<file path="src/rtl/jrc_phase_decoder.sv">
// Johnson ring counter phase decoder with revolution count, sticky error and snapshot port.
// Optional: JRC_STEP_CHECK_EN flags phase steps other than +0/+1 between legal decodes.
module jrc_phase_decoder #(
  parameter int W     = 10,
  parameter int PH_W  = 5,
  parameter int CNT_W = 16
) (
  input  logic             C,
  input  logic             R,
  input  logic [W-1:0]     Q,
  input  logic             CLR_ERR,
  input  logic             SNAP_REQ,
  input  logic             SNAP_ACK,
  output logic [PH_W-1:0]  PHASE,
  output logic             PHASE_VLD,
  output logic [CNT_W-1:0] WRAPS,
  output logic             ILLEGAL,
  output logic [PH_W-1:0]  SNAP_PHASE,
  output logic [CNT_W-1:0] SNAP_WRAPS,
  output logic             SNAP_VALID
);

  localparam logic [PH_W-1:0] LAST = PH_W'(2 * W - 1);

  typedef enum logic {
    IDLE,
    HELD
  } snap_st_e;

  logic [W-1:0]     q_q;
  logic             qv_q;
  logic [PH_W-1:0]  ph_q, ph_d;
  logic             vld_q, vld_d;
  logic [CNT_W-1:0] wr_q, wr_d;
  logic             ill_q, ill_d;
  logic [PH_W-1:0]  sph_q;
  logic [CNT_W-1:0] swr_q;
  snap_st_e         st_q, st_d;
  logic             snap_ld;
  logic [PH_W-1:0]  dec_ph;
  logic             dec_ok;
  logic             bad;

  function automatic logic [W-1:0] low_ones(input int k);
    logic [W-1:0] r;
    for (int i = 0; i < W; i++) r[i] = (i < k);
    return r;
  endfunction

  // Stage 1: register the incoming code; qv_q marks real data after reset
  always_ff @(posedge C or posedge R) begin
    if (R) begin
      q_q  <= '0;
      qv_q <= 1'b0;
    end else begin
      q_q  <= Q;
      qv_q <= 1'b1;
    end
  end

  // Thermometer-style match against all 2W legal Johnson codes
  always_comb begin
    dec_ok = 1'b0;
    dec_ph = '0;
    for (int k = 0; k <= W; k++) begin
      if (q_q == low_ones(k)) begin
        dec_ok = 1'b1;
        dec_ph = PH_W'(k);
      end
    end
    for (int j = 1; j < W; j++) begin
      if (q_q == ~low_ones(j)) begin
        dec_ok = 1'b1;
        dec_ph = PH_W'(W + j);
      end
    end
  end

`ifdef JRC_STEP_CHECK_EN
  logic [PH_W-1:0] ph_inc;
  logic            step_bad;

  // Successor phase and step legality between consecutive legal decodes
  always_comb begin
    ph_inc   = (ph_q == LAST) ? '0 : ph_q + 1'b1;
    step_bad = qv_q && dec_ok && vld_q &&
               (dec_ph != ph_q) && (dec_ph != ph_inc);
  end
`endif

  // Stage 2 next state: phase hold on illegal, wrap pairing, sticky error
  always_comb begin
    vld_d = qv_q && dec_ok;
    ph_d  = vld_d ? dec_ph : ph_q;
    wr_d  = wr_q;
    if (vld_d && dec_ph == '0 && vld_q && ph_q == LAST)
      wr_d = wr_q + 1'b1;
`ifdef JRC_STEP_CHECK_EN
    bad = (qv_q && !dec_ok) || step_bad;
`else
    bad = qv_q && !dec_ok;
`endif
    ill_d = ill_q;
    if (bad)
      ill_d = 1'b1;
    else if (CLR_ERR)
      ill_d = 1'b0;
  end

  // Stage 2 registers
  always_ff @(posedge C or posedge R) begin
    if (R) begin
      ph_q  <= '0;
      vld_q <= 1'b0;
      wr_q  <= '0;
      ill_q <= 1'b0;
    end else begin
      ph_q  <= ph_d;
      vld_q <= vld_d;
      wr_q  <= wr_d;
      ill_q <= ill_d;
    end
  end

  // Snapshot FSM: REQ ignored while held, ACK ignored while idle
  always_comb begin
    st_d    = st_q;
    snap_ld = 1'b0;
    unique case (st_q)
      IDLE: begin
        if (SNAP_REQ) begin
          st_d    = HELD;
          snap_ld = 1'b1;
        end
      end
      HELD: begin
        if (SNAP_ACK) st_d = IDLE;
      end
    endcase
  end

  // Snapshot state and captured pre-update phase/wraps
  always_ff @(posedge C or posedge R) begin
    if (R) begin
      st_q  <= IDLE;
      sph_q <= '0;
      swr_q <= '0;
    end else begin
      st_q <= st_d;
      if (snap_ld) begin
        sph_q <= ph_q;
        swr_q <= wr_q;
      end
    end
  end

  assign PHASE      = ph_q;
  assign PHASE_VLD  = vld_q;
  assign WRAPS      = wr_q;
  assign ILLEGAL    = ill_q;
  assign SNAP_PHASE = sph_q;
  assign SNAP_WRAPS = swr_q;
  assign SNAP_VALID = (st_q == HELD);

endmodule

</file>
<file path="config.mk">
export PLATFORM = sky130hd
export DESIGN_NAME = jrc_phase_decoder
export DESIGN_NICKNAME = d
export VERILOG_FILES = /design/src/rtl/jrc_phase_decoder.sv
export SDC_FILE = /design/constraint.sdc
export NUM_CORES = 1
export LEC_CHECK = 0
export ABC_CLOCK_PERIOD_IN_PS = 2500
export CORE_UTILIZATION = 28
export DETAILED_ROUTE_END_ITERATION = 7
export GPL_ROUTABILITY_DRIVEN = 0
export GPL_TIMING_DRIVEN = 0
export RECOVER_POWER = 100
export SLEW_MARGIN = 20
export SYNTH_ARGS = -nofsm -noshare
export SYNTH_HDL_FRONTEND = slang
export SYNTH_SLANG_ARGS = --single-unit
</file>
<file path="constraint.sdc">
create_clock -name C -period 2.5 [get_ports C]
set_input_delay 0.5 -clock C [delete_from_list [all_inputs] [get_ports C]]
set_output_delay 0.5 -clock C [all_outputs]
set_load 0.1 [all_outputs]
</file>
==> results.yml, run 1 <==
global_routing:
  antenna_found_initial: 0
  grt_pass1_wl_mm: 9.59
  grt_pass1_vias: 1868
  grtUsageTotal_pct: 12.5
  grt_max_degree: 57
  grt_overflow: 0
synthesis:
  synth.avg_cell_area_um2: 11.8
  async_flop_share_pct: 100
  synth.top_cell.area_share_pct: 54.3
  synth.top_cells.by_area: "dfrtp_1, mux2_2, xnor2_1, and3_1, nand4_1"
  synth_cell_type_count: 47
  syn-num-nets: 234
  yosys.area.top_type: "dfrtp_1"
  synth_edf_count: 0
  yosys_warnings: 0
  ys_seq_area_share_pct: 54.3
  ys_seq_elements: 56
  postSynthCellCount: 218
  synth_area_um2: 2580
  ys.flop_type: "dfrtp_1"
die:
  die_w_um: 98.0
  chipHeight_um: 98.0
  num_rows: 34
  die-area_um2: 9600
  core_area_um2: 8810
  ioPinCount: 60
  start_util_pct: 29.3
sta:
  setup_viol: 0
  rsz0062_at_grt: "no"
  period_minus_slack_ns: 2.42
  max_freq_ghz: 0.414
  clock_skew_ns: 0.00538
  relSlewSlack_pct: 20.9
  worst_slew_pin_slew_ns: 1.19
  tns_ns: 0
  hold_viol_final: 0
  slew_viol_final: 0
  fin_crit_sh_pct: 96.6
drt:
  antenna_left: 0
  drtPass1Iterations: 6
  route.vias.total: 1887
  viasPerCell: 4.81
  post_drt_wl_per_cell_um: 14.0
  drc_errors: 6
  wl_mm: 5.49
  drt_iter0_markers: 56
clocking:
  cts_tree: "yes"
  cts_setup_buffers: 0
  cts_root_buf: "clkbuf_8"
  cts_buffer_depth: 2
  htreeDepth: 2
  clkLatencyLatePin_ns: 0.30
  cts_made_buffers: 5
  cts.sinks: 56
  clkSlewWorstSetupHoldPaths_ns: 0.09
pwr:
  switching_share_pct: 24.4
  internal_power_mw: 1.22
  clock_power_share_pct: 32.3
  pwr-share-comb_pct: 9.9
  power_mw: 1.61
  power_density_nw_per_um2: 478
  vdd_drop_max_v: 0.000198
  seqPwrFrac_pct: 57.8
  total_leakage_power_nw: 1.55
  netSwitchingPower_mw: 0.393
finish:
  regArea_um2: 1400
  final_cell_area_um2: 3380
  multi_input_area_um2: 1100
  area_growth_pct: 30.9
  final_core_util_pct: 38.3
  nNetsFinal: 300
  diodes: 0
  drive_above_1_share_pct: 16.2
  fillers: 864
critical_path:
  cpMaxStageDelayCell: "clkdlybuf4s50_1"
  arrival_ns: 1.92
  worstPathRequired_ns: 2.00
  cp_num_buf_inv: 1
  crit_path_end_kind: "output port"
  worstSetupPathType: "flip-flop to output port"
  critPathTopFamily: "buffers and inverters"
  crit_path_cell_trace: "clkdlybuf4s50_1"
  cpPeakStageDelay_ns: 1.17
  start_kind: "flip-flop"
  path_max_fanout: 5
placement:
  place_area_um2: 3310
  port-buffer-count: 59
  dp.final_hpwl_mm: 3.98
run_status:
  violations: "DRC"
  status: "complete, but fails checks"
job:
  maxCapViolCount: 0
hold_path:
  hold_class: "flip-flop to flip-flop"
sequential cells by signal (all words and copies together) (netlist names):
| register | flops |
|---|---|
| PHASE | 5 |
| SNAP_WRAPS | 16 |
| qv_q | 1 |
| q_q | 10 |
| SNAP_VALID | 1 |
| PHASE_VLD | 1 |
| SNAP_PHASE | 5 |
| WRAPS | 16 |
| ILLEGAL | 1 |
cell usage in the layout (no fill, tap or decap), drive strengths merged, types with 4 or more instances in the layout:
master         Yosys  final
dlygate4sd3        0     36
nand4             11     11
and3              12     12
nand2             11     11
a21oi              7      7
nor2              10     10
o21ai              4      4
xnor2             16     16
nor4               4      4
buf                8      7
clkdlybuf4s50      0     19
mux2              23     23
nand3             13     13
inv                6      6
clkbuf             2     14
dfrtp             56     56
layout make-up:
class	count	area share [%]
Buffer	10	1.59
Clock buffer	7	2.85
Inverter	6	0.667
Multi-Input combinational cell	146	32.6
Sequential cell	56	41.5
Tap cell	108	4.00
Timing Repair Buffer	59	16.8
kinds of logic (layout without fill, tap and decap cells):
group	after synthesis	after routing	share of synthesized area [%]
AOI/OAI and AO/OA	25	25	7.23
buffers and inverters	16	82	2.96
adders and majority gates	1	1	0.485
xor gates and xnor gates	17	17	5.77
and+or+nand+nor	79	79	19.0
other	1	1	0.145
muxes	23	23	10.0
DFF	56	56	54.3
synth_stat cells, types with 2 or more instances:
cell type,number
nor4_2,2
clkbuf_1,2
inv_1,6
nor2_1,10
mux2_2,22
and3_1,12
nand4_1,11
dfrtp_1,56
o21ai_0,3
a21o_1,3
a21oi_1,7
nor3b_1,2
nor2b_1,3
nand2b_1,3
nand2_1,11
xnor2_1,16
nand3_1,13
buf_2,7
stage by stage:
| stage | hold WS (ns) | worst slack [ns] | std cells |
|---|---|---|---|
| 6_report | 0.503 | 0.0846 | 392 |
| 5_1_grt | 0.529 | 0.00717 | 392 |
| 4_1_cts | 0.513 | 0.0264 | 392 |
| 3_5_place_dp | 0.495 | 0.0893 | 385 |
| 3_3_place_gp | 0.489 | -0.496 | 385 |
| 2_1_floorplan | 0.526 | 0.214 | 218 |
power by group through the flow:
stage	Combinational, mW	Clock, mW	Sequential [mW]
after floorplan	0.0780	0	0.984
after global placement	0.167	0	0.949
after detailed placement	0.170	0	0.950
after CTS	0.170	0.558	0.932
after global routing	0.175	0.599	0.935
final	0.160	0.521	0.932
metal layers:
layer | part of all wire, % | global-route usage, % | vias up
met5 | 0 | 0 | -
met4 | 1.3 | 4.20 | 0
li1 | - | - | 915
met2 | 44 | 19.0 | 59
met1 | 50 | 17.8 | 907
met3 | 4.4 | 2.43 | 6
worst paths after layout:
path,startpoint,to,slack [ns],cells after the start
worst max-delay path,WRAPS[6]$_DFFE_PP0P_,WRAPS[6],0.08,1
worst min-delay path,WRAPS[15]$_DFFE_PP0P_,WRAPS[15]$_DFFE_PP0P_,0.50,1
worst max register to register,q_q[2]$_DFF_PP0_,WRAPS[1]$_DFFE_PP0P_,0.16,5
worst min register to register,WRAPS[15]$_DFFE_PP0P_,WRAPS[15]$_DFFE_PP0P_,0.50,1
max in group asynchronous,R,SNAP_VALID$_DFF_PP0_,0.84,2
min in group asynchronous,R,SNAP_WRAPS[9]$_DFFE_PP0P_,0.92,2
repair_timing:
action,CTS,global route
endpoints found under the setup margin,2,2
resized for setup,2,2
pin swaps,0,0
hold buffers,0,0
No activity file was read; power rests on OpenSTA's default activity.
==> inputs of run 2 (changes only) <==
--- a/config.mk
+++ b/config.mk
@@ -8,10 +8,11 @@
 export ABC_CLOCK_PERIOD_IN_PS = 2500
 export CORE_UTILIZATION = 28
 export DETAILED_ROUTE_END_ITERATION = 7
+export DONT_BUFFER_PORTS = 1
 export GPL_ROUTABILITY_DRIVEN = 0
 export GPL_TIMING_DRIVEN = 0
 export RECOVER_POWER = 100
-export SLEW_MARGIN = 20
+export SLEW_MARGIN = 0
 export SYNTH_ARGS = -nofsm -noshare
 export SYNTH_HDL_FRONTEND = slang
 export SYNTH_SLANG_ARGS = --single-unit
==> results.yml, run 2 (same netlist as run 1, synthesis figures left out) <==
sta:
  tns_ns: 0
  relSlewSlack_pct: 21.6
  hold_ws_ns: 0.183
  clock_skew_ns: 0.0111
  period_minus_slack_ns: 2.34
  hold_viol_final: 0
  rsz0062_at_grt: "no"
  slew_viol_final: 0
  max_freq_ghz: 0.428
  setup_viol: 0
  fin_crit_sh_pct: 93.5
  worst_slew_pin_slew_ns: 1.18
  fin_ws_ns: 0.164
global_routing:
  grtUsageTotal_pct: 11.7
  grt_overflow: 0
  antenna_found_initial: 0
  grt_max_degree: 39
  grt_pass1_vias: 1637
  grt_pass1_wl_mm: 8.73
critical_path:
  worstSetupPathType: "flip-flop to flip-flop"
  cpPeakStageDelay_ns: 0.47
  path_max_fanout: 10
  start_kind: "flip-flop"
  cp_num_buf_inv: 1
  r2r-start: "q_q[2]$_DFF_PP0_"
  worstPathRequired_ns: 2.66
  crit_path_cell_trace: "or3_4, nor4_4, nor4b_4, buf_6, nand4_1, xnor2_1"
  startpoint: "q_q[2]$_DFF_PP0_"
  arrival_ns: 2.50
  crit_path_end_kind: "flip-flop"
  cpMaxStageDelayCell: "dfrtp_1"
  critPathTopFamily: "simple AND/OR/NAND/NOR gates"
die:
  die-area_um2: 9600
  num_rows: 34
  chipHeight_um: 98.0
  die_w_um: 98.0
  ioPinCount: 60
  start_util_pct: 29.3
  core_area_um2: 8810
finish:
  fillers: 881
  final_cell_mix: "dfrtp_1, mux2_2, xnor2_1"
  nNetsFinal: 244
  area_growth_pct: 11.3
  diodes: 0
  multi_input_area_um2: 1100
  final_cell_area_um2: 2870
  final_common_cell: "dfrtp_1"
  drive_above_1_share_pct: 23.2
  final_core_util_pct: 32.6
  regArea_um2: 1410
clocking:
  htreeDepth: 2
  clkSlewWorstSetupHoldPaths_ns: 0.10
  cts_tree: "yes"
  cts_root_buf: "clkbuf_8"
  cts.sinks: 56
  cts_buffer_depth: 2
  ctsHoldBuffers: 0
  cts_made_buffers: 5
  clkLatencyLatePin_ns: 0.30
run_status:
  violations: "DRC"
  status: "complete, but fails checks"
job:
  maxCapViolCount: 0
drt:
  wl_mm: 5.36
  drt_iter0_markers: 109
  route.vias.total: 1701
  viasPerCell: 5.06
  drtPass1Iterations: 7
  antenna_left: 0
  drc_errors: 6
  post_drt_wl_per_cell_um: 16.0
placement:
  port-buffer-count: 0
  dp.final_hpwl_mm: 3.84
  place_area_um2: 2730
  dp_slack_ns: 0.00273
pwr:
  power_density_nw_per_um2: 609
  vdd_drop_max_v: 0.000264
  total_leakage_power_nw: 1.29
hold_path:
  hold_class: "primary input to asynchronous set/reset pin"
==> run 2: cell types whose count changed in the layout (fill, tap and decap cells not counted), moves of 2 or more <==
cell / previous run / this run
bufinv_16: 0 / 2
clkdlybuf4s50_1: 19 / 0
dlygate4sd3_1: 36 / 0
clkbuf_1: 6 / 2
clkbuf_8: 7 / 5
dfrtp_2: 0 / 5
dfrtp_1: 56 / 51
clkbuf_4: 0 / 2
==> run 2: where the power goes <==
group          internal (mW)  switching, mW  leakage (nW)  total [mW]
logic                 0.0330         0.0646         0.483      0.0976
registers              0.918         0.0517         0.743       0.970
clock network          0.394          0.285        0.0642       0.679
total                   1.35          0.401          1.29        1.75
==> run 2: stage by stage <==
| step | power (mW) | cells |
|---|---|---|
| after detailed placement | 1.09 | 327 |
| after global routing | 1.83 | 336 |
| after floorplan | 1.06 | 218 |
| final | 1.75 | 336 |
| after global placement | 1.09 | 326 |
| after CTS | 1.79 | 334 |
==> run 2: final timing paths <==
check	to	slack, ns	cells past startpoint
setup / recovery	WRAPS[15]$_DFFE_PP0P_	0.16	6
hold / removal	qv_q$_DFF_PP0_	0.18	1
setup reg to reg	WRAPS[15]$_DFFE_PP0P_	0.16	6
hold reg to reg	ILLEGAL$_DFFE_PP0P_	0.59	2
max in group asynchronous	WRAPS[4]$_DFFE_PP0P_	0.85	2
min in group C	q_q[2]$_DFF_PP0_	0.22	0
==> run 2: repair_timing <==
| item | in CTS | in global routing |
|---|---|---|
| cloned | 0 | 0 |
| endpoints found under the hold margin | 0 | 0 |
| resized for setup | 2 | 4 |
| setup buffers | 0 | 2 |
| setup endpoints to repair | 1 | 13 |
==> run 2: per-layer routing <==
metal	share of wire, %	global-route usage (%)	up-vias
met1	49	16.9	828
met4	1.5	4.31	0
met3	7.5	3.79	6
met2	42	16.3	69
li1	-	-	798
met5	0	0	-
==> run 2: cell type report <==
class | count | share of cell area [%]
inverters | 6 | 0.785
plain buffers | 10 | 1.88
repair buffers | 3 | 0.698
clock inverters | 2 | 2.09
clock buffers | 5 | 2.40
well taps | 108 | 4.71
multi-input cells | 146 | 38.4
flip-flops and latches | 56 | 49.1
==> inputs of run 3 (changes only) <==
--- a/config.mk
+++ b/config.mk
@@ -9,7 +9,7 @@
 export CORE_UTILIZATION = 28
 export DETAILED_ROUTE_END_ITERATION = 7
 export DONT_BUFFER_PORTS = 1
-export GPL_ROUTABILITY_DRIVEN = 0
+export GPL_ROUTABILITY_DRIVEN = 1
 export GPL_TIMING_DRIVEN = 0
 export RECOVER_POWER = 100
 export SLEW_MARGIN = 0
==> results of run 3 <==
No change in the layout: final DEF, timing and power equal those of run 2.
